--- config.mk ---
export PLATFORM = sky130hd
export DESIGN_NAME = ram_arbiter_flat
export DESIGN_NICKNAME = d
export VERILOG_FILES = /design/src/rtl/ram_arbiter_pkg.sv /design/src/rtl/ram_arbiter_if.sv /design/src/rtl/ram_arbiter_prio.sv /design/src/rtl/ram_arbiter.sv /design/src/flat_wrapper.sv
export SDC_FILE = /design/constraint.sdc
export NUM_CORES = 1
export LEC_CHECK = 0
export BUFFER_PORTS_ARGS = -buffer_cell sky130_fd_sc_hd__buf_2
export CAP_MARGIN = 20
export CELL_PAD_IN_SITES_DETAIL_PLACEMENT = 1
export CELL_PAD_IN_SITES_GLOBAL_PLACEMENT = 2
export CORE_AREA = 2 2 171 173
export CTS_CLUSTER_SIZE = 30
export DETAILED_ROUTE_END_ITERATION = 10
export DIE_AREA = 0 0 173 175
export GPL_TIMING_DRIVEN = 1
export PLACE_DENSITY_LB_ADDON = 0.1
export SLEW_MARGIN = 20
export SYNTH_ARGS = -nofsm -noshare
export SYNTH_HDL_FRONTEND = slang
export SYNTH_SLANG_ARGS = --single-unit
--- constraint.sdc ---
create_clock -name clk -period 2.6 [get_ports clk]
set_input_delay 0.52 -clock clk [delete_from_list [all_inputs] [get_ports clk]]
set_output_delay 0.52 -clock clk [all_outputs]
set_load 0.005 [all_outputs]
--- src/rtl/ram_arbiter_pkg.sv ---
// ram_arbiter_pkg: shared types and default widths for the RAM arbiter slice.
//   owner_e     : which requester owns the access issued in the previous cycle
//   *_DEF       : default address / data widths and starvation limit
package ram_arbiter_pkg;

  localparam int ADDR_W_DEF     = 32;
  localparam int DATA_W_DEF     = 64;
  localparam int STARVE_MAX_DEF = 4;

  typedef enum logic [1:0] {
    OWN_NONE = 2'd0,
    OWN_IF   = 2'd1,
    OWN_MEM  = 2'd2
  } owner_e;

endpackage

--- src/rtl/ram_arbiter_if.sv ---
// ram_arbiter_if: bundles the fetch port, the load/store port and the RAM port.
//   modport slave  : arbiter view (requests in, responses and RAM strobes out)
//   modport master : environment view (core ports + RAM model)
interface ram_arbiter_if #(
  parameter int ADDR_W = 32,
  parameter int DATA_W = 64
);

  // instruction fetch port
  logic                if_req_valid;
  logic                if_req_ready;
  logic [ADDR_W-1:0]   if_addr;
  logic                if_resp_valid;
  logic [DATA_W-1:0]   if_rdata;

  // load/store port
  logic                mem_req_valid;
  logic                mem_req_ready;
  logic                mem_we;
  logic [ADDR_W-1:0]   mem_addr;
  logic [DATA_W-1:0]   mem_wdata;
  logic [DATA_W/8-1:0] mem_wstrb;
  logic                mem_resp_valid;
  logic [DATA_W-1:0]   mem_rdata;

  // single-port RAM
  logic                ram_ce;
  logic                ram_we;
  logic [ADDR_W-1:0]   ram_addr;
  logic [DATA_W-1:0]   ram_wdata;
  logic [DATA_W/8-1:0] ram_wstrb;
  logic [DATA_W-1:0]   ram_rdata;

  modport slave (
    input  if_req_valid, if_addr,
    output if_req_ready, if_resp_valid, if_rdata,
    input  mem_req_valid, mem_we, mem_addr, mem_wdata, mem_wstrb,
    output mem_req_ready, mem_resp_valid, mem_rdata,
    output ram_ce, ram_we, ram_addr, ram_wdata, ram_wstrb,
    input  ram_rdata
  );

  modport master (
    output if_req_valid, if_addr,
    input  if_req_ready, if_resp_valid, if_rdata,
    output mem_req_valid, mem_we, mem_addr, mem_wdata, mem_wstrb,
    input  mem_req_ready, mem_resp_valid, mem_rdata,
    input  ram_ce, ram_we, ram_addr, ram_wdata, ram_wstrb,
    output ram_rdata
  );

endinterface

--- src/rtl/ram_arbiter_prio.sv ---
// ram_arbiter_prio: fixed MEM > IF priority with a starvation guard for IF.
//   clk, rst   : clock, asynchronous active-low reset
//   if_valid   : fetch request pending
//   mem_valid  : load/store request pending
//   grant_if   : fetch wins this cycle
//   grant_mem  : load/store wins this cycle
// Both grants are forced low while rst is asserted.
module ram_arbiter_prio #(
  parameter int STARVE_MAX = 4
) (
  input  logic clk,
  input  logic rst,
  input  logic if_valid,
  input  logic mem_valid,
  output logic grant_if,
  output logic grant_mem
);

  localparam int CNT_W = $clog2(STARVE_MAX + 1);
  localparam logic [CNT_W-1:0] CNT_MAX = CNT_W'(STARVE_MAX);

  logic [CNT_W-1:0] starve_cnt_r;
  logic [CNT_W-1:0] starve_cnt_s;
  logic             forced_s;

  // grant select and next starvation count
  always_comb begin
    forced_s     = 1'b0;
    grant_if     = 1'b0;
    grant_mem    = 1'b0;
    starve_cnt_s = starve_cnt_r;
    if (rst) begin
      forced_s  = (starve_cnt_r == CNT_MAX) && if_valid;
      grant_if  = forced_s || (if_valid && !mem_valid);
      grant_mem = mem_valid && !forced_s;
      // The count only tracks MEM wins over a waiting IF; any IF win or an
      // idle IF restarts it, and it saturates at the limit.
      if (!if_valid || grant_if) begin
        starve_cnt_s = {CNT_W{1'b0}};
      end else if (grant_mem && (starve_cnt_r != CNT_MAX)) begin
        starve_cnt_s = starve_cnt_r + {{(CNT_W-1){1'b0}}, 1'b1};
      end else begin
        starve_cnt_s = starve_cnt_r;
      end
    end else begin
      starve_cnt_s = {CNT_W{1'b0}};
    end
  end

  // starvation counter register
  always_ff @(posedge clk or negedge rst) begin
    if (!rst) begin
      starve_cnt_r <= {CNT_W{1'b0}};
    end else begin
      starve_cnt_r <= starve_cnt_s;
    end
  end

endmodule

--- src/rtl/ram_arbiter.sv ---
// ram_arbiter: shares one single-port RAM between the fetch and load/store ports.
//   clk, rst : clock, asynchronous active-low reset
//   bus      : ram_arbiter_if.slave carrying IF, MEM and RAM signals
// One access is issued per cycle; its response appears the following cycle,
// routed by the owner register. Reads return ram_rdata, stores return 0.
module ram_arbiter
  import ram_arbiter_pkg::*;
#(
  parameter int ADDR_W     = ADDR_W_DEF,
  parameter int DATA_W     = DATA_W_DEF,
  parameter int STARVE_MAX = STARVE_MAX_DEF
) (
  input logic            clk,
  input logic            rst,
  ram_arbiter_if.slave   bus
);

  logic   grant_if_s;
  logic   grant_mem_s;
  owner_e owner_r;
  owner_e owner_s;
  logic   we_q_r;

  ram_arbiter_prio #(
    .STARVE_MAX (STARVE_MAX)
  ) u_prio (
    .clk       (clk),
    .rst       (rst),
    .if_valid  (bus.if_req_valid),
    .mem_valid (bus.mem_req_valid),
    .grant_if  (grant_if_s),
    .grant_mem (grant_mem_s)
  );

  // RAM request mux and next owner from the current winner
  always_comb begin
    bus.if_req_ready  = grant_if_s;
    bus.mem_req_ready = grant_mem_s;
    bus.ram_ce        = 1'b0;
    bus.ram_we        = 1'b0;
    bus.ram_addr      = {ADDR_W{1'b0}};
    bus.ram_wdata     = {DATA_W{1'b0}};
    bus.ram_wstrb     = {(DATA_W/8){1'b0}};
    owner_s           = OWN_NONE;
    if (grant_mem_s) begin
      bus.ram_ce    = 1'b1;
      bus.ram_we    = bus.mem_we;
      bus.ram_addr  = bus.mem_addr;
      bus.ram_wdata = bus.mem_wdata;
      bus.ram_wstrb = bus.mem_wstrb;
      owner_s       = OWN_MEM;
    end else if (grant_if_s) begin
      bus.ram_ce   = 1'b1;
      bus.ram_addr = bus.if_addr;
      owner_s      = OWN_IF;
    end else begin
      owner_s = OWN_NONE;
    end
  end

  // owner / write-flag register for the access issued this cycle
  always_ff @(posedge clk or negedge rst) begin
    if (!rst) begin
      owner_r <= OWN_NONE;
      we_q_r  <= 1'b0;
    end else begin
      owner_r <= owner_s;
      we_q_r  <= grant_mem_s & bus.mem_we;
    end
  end

  // response routing to the owner of last cycle's access
  always_comb begin
    bus.if_resp_valid  = 1'b0;
    bus.mem_resp_valid = 1'b0;
    bus.if_rdata       = {DATA_W{1'b0}};
    bus.mem_rdata      = {DATA_W{1'b0}};
    case (owner_r)
      OWN_IF: begin
        bus.if_resp_valid = 1'b1;
        bus.if_rdata      = bus.ram_rdata;
      end
      OWN_MEM: begin
        bus.mem_resp_valid = 1'b1;
        if (!we_q_r) begin
          bus.mem_rdata = bus.ram_rdata;
        end else begin
          bus.mem_rdata = {DATA_W{1'b0}};
        end
      end
      default: begin
        bus.if_resp_valid  = 1'b0;
        bus.mem_resp_valid = 1'b0;
      end
    endcase
  end

endmodule

--- src/flat_wrapper.sv ---
// flat-port wrapper written by rule: the top's interface ports become plain ports
module ram_arbiter_flat import ram_arbiter_pkg::*;
#(
  parameter int ADDR_W     = ADDR_W_DEF,
  parameter int DATA_W     = DATA_W_DEF,
  parameter int STARVE_MAX = STARVE_MAX_DEF
)
  (clk, rst, bus_if_req_valid, bus_if_addr, bus_if_req_ready, bus_if_resp_valid, bus_if_rdata, bus_mem_req_valid, bus_mem_we, bus_mem_addr, bus_mem_wdata, bus_mem_wstrb, bus_mem_req_ready, bus_mem_resp_valid, bus_mem_rdata, bus_ram_ce, bus_ram_we, bus_ram_addr, bus_ram_wdata, bus_ram_wstrb, bus_ram_rdata);
  ram_arbiter_if #(.ADDR_W(ADDR_W), .DATA_W(DATA_W)) bus_i ();
  input logic clk;
  input logic rst;
  input wire logic [$bits(bus_i.if_req_valid)-1:0] bus_if_req_valid;
  input wire logic [$bits(bus_i.if_addr)-1:0] bus_if_addr;
  output wire logic [$bits(bus_i.if_req_ready)-1:0] bus_if_req_ready;
  output wire logic [$bits(bus_i.if_resp_valid)-1:0] bus_if_resp_valid;
  output wire logic [$bits(bus_i.if_rdata)-1:0] bus_if_rdata;
  input wire logic [$bits(bus_i.mem_req_valid)-1:0] bus_mem_req_valid;
  input wire logic [$bits(bus_i.mem_we)-1:0] bus_mem_we;
  input wire logic [$bits(bus_i.mem_addr)-1:0] bus_mem_addr;
  input wire logic [$bits(bus_i.mem_wdata)-1:0] bus_mem_wdata;
  input wire logic [$bits(bus_i.mem_wstrb)-1:0] bus_mem_wstrb;
  output wire logic [$bits(bus_i.mem_req_ready)-1:0] bus_mem_req_ready;
  output wire logic [$bits(bus_i.mem_resp_valid)-1:0] bus_mem_resp_valid;
  output wire logic [$bits(bus_i.mem_rdata)-1:0] bus_mem_rdata;
  output wire logic [$bits(bus_i.ram_ce)-1:0] bus_ram_ce;
  output wire logic [$bits(bus_i.ram_we)-1:0] bus_ram_we;
  output wire logic [$bits(bus_i.ram_addr)-1:0] bus_ram_addr;
  output wire logic [$bits(bus_i.ram_wdata)-1:0] bus_ram_wdata;
  output wire logic [$bits(bus_i.ram_wstrb)-1:0] bus_ram_wstrb;
  input wire logic [$bits(bus_i.ram_rdata)-1:0] bus_ram_rdata;
  assign bus_i.if_req_valid = bus_if_req_valid;
  assign bus_i.if_addr = bus_if_addr;
  assign bus_if_req_ready = bus_i.if_req_ready;
  assign bus_if_resp_valid = bus_i.if_resp_valid;
  assign bus_if_rdata = bus_i.if_rdata;
  assign bus_i.mem_req_valid = bus_mem_req_valid;
  assign bus_i.mem_we = bus_mem_we;
  assign bus_i.mem_addr = bus_mem_addr;
  assign bus_i.mem_wdata = bus_mem_wdata;
  assign bus_i.mem_wstrb = bus_mem_wstrb;
  assign bus_mem_req_ready = bus_i.mem_req_ready;
  assign bus_mem_resp_valid = bus_i.mem_resp_valid;
  assign bus_mem_rdata = bus_i.mem_rdata;
  assign bus_ram_ce = bus_i.ram_ce;
  assign bus_ram_we = bus_i.ram_we;
  assign bus_ram_addr = bus_i.ram_addr;
  assign bus_ram_wdata = bus_i.ram_wdata;
  assign bus_ram_wstrb = bus_i.ram_wstrb;
  assign bus_i.ram_rdata = bus_ram_rdata;
  ram_arbiter #(.ADDR_W(ADDR_W), .DATA_W(DATA_W), .STARVE_MAX(STARVE_MAX)) u_core (.clk(clk), .rst(rst), .bus(bus_i));
endmodule
**After elaboration in Yosys (flattened, before gate mapping)**

Index checks and enable logic that the tools add are counted.

- Flip-flop bits (word level): 6

- Bitwise logic cells: 1
- Mux-type cells: 19
- Reduce and logical (&&, ||, !) cells: 9
- Equality and inequality tests: 5
- $add $sub $neg: 1

Operators by type and width:

| kind | number |
|---|---|
| $mux 64 | 4 |
| $mux 32 | 2 |
| $mux 3 | 3 |
| $mux 1 | 8 |
| $mux 8 | 1 |
| $logic_and 1x1->1 | 4 |
| $add 3x1->3 const B | 1 |
| $eq 3x3->1 const B | 1 |
| $logic_not 1->1 | 3 |
| $ne 3x1->1 const B | 1 |
| $ne 3x3->1 const B | 1 |
| $eq 2x1->1 const B | 1 |
| $eq 2x2->1 const B | 1 |
| $logic_or 1x1->1 | 2 |
| $mux 2 | 1 |
| $and 1x1->1 | 1 |

**Longest topological paths before layout**

- Word-level depth: 8
- Depth in mapped cells: 6
- Gate-level depth less buffers: 5

**Modules after synthesis**

Synthesis repeated with hierarchy kept, for this count alone.

- Cells, all modules: 291
- Area, all modules: 2,055.7 um^2

Modules (own cells, without submodules):

| module | times used | cells each | area each (um^2) |
|---|---|---|---|
| ram_arbiter | 1 | 272 | 1,878.1 |
| ram_arbiter_prio | 1 | 19 | 177.7 |

**Worst setup path before layout**

Ideal clock, no wire load.

- Path type: flip-flop to output port
- From: register u_core.u_prio.starve_cnt_r[0]
- To: output port bus_ram_we
- Cell stages (with the launch flop): 7
- Path buffers: 2
- Required time: 2,080 ps
- Path slack: 826 ps
- Arrival time: 1,254 ps
- Path through: dfrtp_1 -> inv_1 -> ha_1 -> a31oi_1 -> buf_4 -> clkbuf_2 -> and2_1

- Cells in the longest elaborated chain, start to end: 6

Ends and longest elaborated chain:

| element | line | RTL |
|---|---|---|
| start: declaration | ram_arbiter_prio.sv:22 | `logic [CNT_W-1:0] starve_cnt_r;` |
| start signal: assignment | ram_arbiter_prio.sv:53 | `starve_cnt_r <= {CNT_W{1'b0}};` |
| start signal: assignment | ram_arbiter_prio.sv:55 | `starve_cnt_r <= starve_cnt_s;` |
| $eq 3x3->1 | ram_arbiter_prio.sv:33 | `forced_s = (starve_cnt_r == CNT_MAX) && if_valid;` |
| $logic_and 1x1->1 | ram_arbiter_prio.sv:33 |  |
| $logic_not 1->1 | ram_arbiter_prio.sv:35 | `grant_mem = mem_valid && !forced_s;` |
| $logic_and 1x1->1 | ram_arbiter_prio.sv:35 |  |
| $mux 1 | ram_arbiter_prio.sv:32 | `if (rst) begin` |
| $mux 1 | ram_arbiter.sv:45 | `if (grant_mem_s) begin` |
| end: declaration | flat_wrapper.sv:26 | `output wire logic [$bits(bus_i.ram_we)-1:0] bus_ram_we;` |

No other way between the ends.

**Final worst setup path**

- From: register u_core.u_prio.starve_cnt_r[0]
- To: output port bus_ram_wstrb[4]

- Cells in the longest elaborated chain, start to end: 6

Ends and longest elaborated chain:

| element | line | RTL |
|---|---|---|
| $eq 3x3->1 | ram_arbiter_prio.sv:33 |  |
| $logic_and 1x1->1 | ram_arbiter_prio.sv:33 |  |
| $logic_not 1->1 | ram_arbiter_prio.sv:35 |  |
| $logic_and 1x1->1 | ram_arbiter_prio.sv:35 |  |
| $mux 1 | ram_arbiter_prio.sv:32 |  |
| $mux 8 | ram_arbiter.sv:45 |  |
| end: declaration | flat_wrapper.sv:29 | `output wire logic [$bits(bus_i.ram_wstrb)-1:0] bus_ram_wstrb;` |

No other way between the ends.

==> qor.csv <==
metric,value,unit
Yosys top cell by area,and2_1,
drc violations,0,
PnR worst setup slack,0.213,ns
final WL,17.5,mm
H-Tree Depth,1,
Layout area overhead,139,%
Total Power,859,uW
synthesized area per cell,6.88,sq um
FF+latch area,150,sq um
"Top FF cell, synth",dfrtp_1,
Worst Path Max Fanout,96,
largest net degree at the start of global routing,97,
FP Rows,62,
I/O pins,443,
Final Skew,0.00160,ns
Worst EP arrival,1.87,ns
period utilisation layout,91.8,%
Hold WS,0.122,ns
"Req. time, crit path",2.08,ns
number of antenna violations at the first check in global routing,5,
cell with the most instances after synthesis,and2_1,
Mapped Area,0.00197,sq mm
Setup Crit Path Kind,reg2out,
Detail Route Antenna Nets,0,
Clock transition at path regs,0.03,ns
Worst-Margin Slew,0.374,ns
root buf cell,clkbuf_16,
leakage,0.00298,uW
Netlist cell types,20,
Sink Count,6,
via count,3673,
RSZ-0062 raised after global routing,false,
DR iter-0 viols,48,
Commonest cells post-synth,"and2_1 (201), a22o_1 (32), clkbuf_1 (12)",
Post-Syn Nets,493,
share of the synthesized area in the top cell type,63.9,%
full die area,0.0303,sq mm
area of the multi-input gates,0.00167,sq mm
number of buffers created by CTS,3,
hold_buf cts,0,
Peak VDD IR,0.147,mV
worst rel slew slack,75.0,%
Tmin final,2.39,ns
Synthesis Warnings,0,
synthesis-stage register bit count,6,
postcts setup bufs,0,
Initial Util,6.93,%
largest cells by area after synthesis,"and2_1 (64%), a22o_1 (14%), dfrtp_1 (7.6%)",
global-route wire length before repair,25.0,mm
average wire per standard cell,16.0,microns
Setup-failing EPs final,0,
CTS tree,built,
Pins Over Slew Limit,0,
core area,0.0284,sq mm
Die X,173,microns
Post-CTS Resized,0,
clock buffer depth,2,
die height,175,microns
port bufs,442,
GRT Overall Usage,10.8,%
gpl congestion,0.783,
total grt overflow,0,
CP startpoint kind,flip-flop,
PwrDens,183,mW/mm^2
post-place setup slack,0.251,ns
Setup crit end kind,output port,
setup_tns,0,ns
max-cap violations,0,
register area share after synthesis,7.63,%
share of cells above drive strength 1,64.5,%
vias per cell,3.35,
async set-or-reset flop fraction in the synthesized netlist,100,%
fmax,419,MHz
run status,finished clean,
# fillers,3588,
Initial DRT Pass Iterations,4,
nets,918,
hold crit path type,in2async,
vias in the first global route,3897,
DP HPWL,15.6,mm
clock latency on the worst-skew pair,0.23,ns
number of synthesized flops with an enable pin,0,
final hold vios,0,
Post-Synthesis Cells,286,
==> worst paths after layout <==
path | to | from | slack, ns | cells after the start
hold reg to reg | u_core.u_prio.starve_cnt_r[0] | u_core.u_prio.starve_cnt_r[0] | 0.60 | 2
min in group clk | u_core.owner_r[0] | bus_mem_req_valid | 0.56 | 2
setup reg to reg | u_core.we_q_r | u_core.u_prio.starve_cnt_r[0] | 1.14 | 6
max in group asynchronous | u_core.owner_r[0] | rst | 2.32 | 1
setup / recovery | bus_ram_wstrb[4] | u_core.u_prio.starve_cnt_r[0] | 0.21 | 6
hold / removal | u_core.u_prio.starve_cnt_r[1] | rst | 0.12 | 1
==> placed cells by master (no fill, tap or decap), drive strengths merged <==
cell type,instances
or2,1
inv,2
diode,2
dfrtp,6
and2,201
nand2,3
and3,3
a22o,32
clkbuf,3
xor2,1
a21oi,2
ha,2
buf,449
a31oi,1
nor2b,2
and2b,1
==> worst max-delay path, stage by stage (launching register included) <==
cell and delay [ns]:
dfrtp_1 0.36, inv_1 0.06, ha_1 0.24, a31oi_4 0.21
buf_12 0.31, and2_1 0.25, buf_2 0.14
==> routing by layer <==
| layer | vias up | global-route usage (%) | part of all wire, % |
|---|---|---|---|
| met4 | 4 | 1.24 | 0.65 |
| met2 | 264 | 22.8 | 56 |
| met3 | 12 | 3.96 | 11 |
| met1 | 1640 | 9.86 | 32 |
| li1 | 1753 | - | - |
| met5 | - | 0 | 0.15 |
==> through the flow <==
step / cells / util (%) / cell area, sq um
finish: 1095 / 16.5 / 4690
detailed placement: 1090 / 16.2 / 4610
floorplan: 286 / - / 1970
global placement: 1090 / 16.2 / 4610
global route: 1093 / 16.5 / 4690
CTS: 1093 / 16.5 / 4690
==> flip-flops by register name, summed over array words and instances (netlist names) <==
name / cells
u_core.owner_r: 2
u_core.u_prio.starve_cnt_r: 3
u_core.we_q_r: 1
==> layout make-up <==
cell class                 instances  share of cell area (%)
antenna                            2                   0.107
clock buffer                       3                    1.60
inverter                           2                   0.160
multi-input combinational        249                    35.6
sequential                         6                    3.20
tap                              384                    10.2
timing repair buffer             449                    49.1
==> logic make-up after synthesis <==
group	share of synthesized area (%)
AND/OR/NAND/NOR	66.9
AO/OA/AOI/OAI	15.3
buffers and inverters	8.46
flip-flops	7.63
adder cells (fa/ha/maj)	1.27
XOR/XNOR	0.445
==> where the power goes <==
part           switching, uW  internal, uW  total (uW)
combinational            228           285         513
clock                   49.8           197         247
sequential              1.91          96.7        98.7
Note: power is estimated with default switching activity, not from simulation.
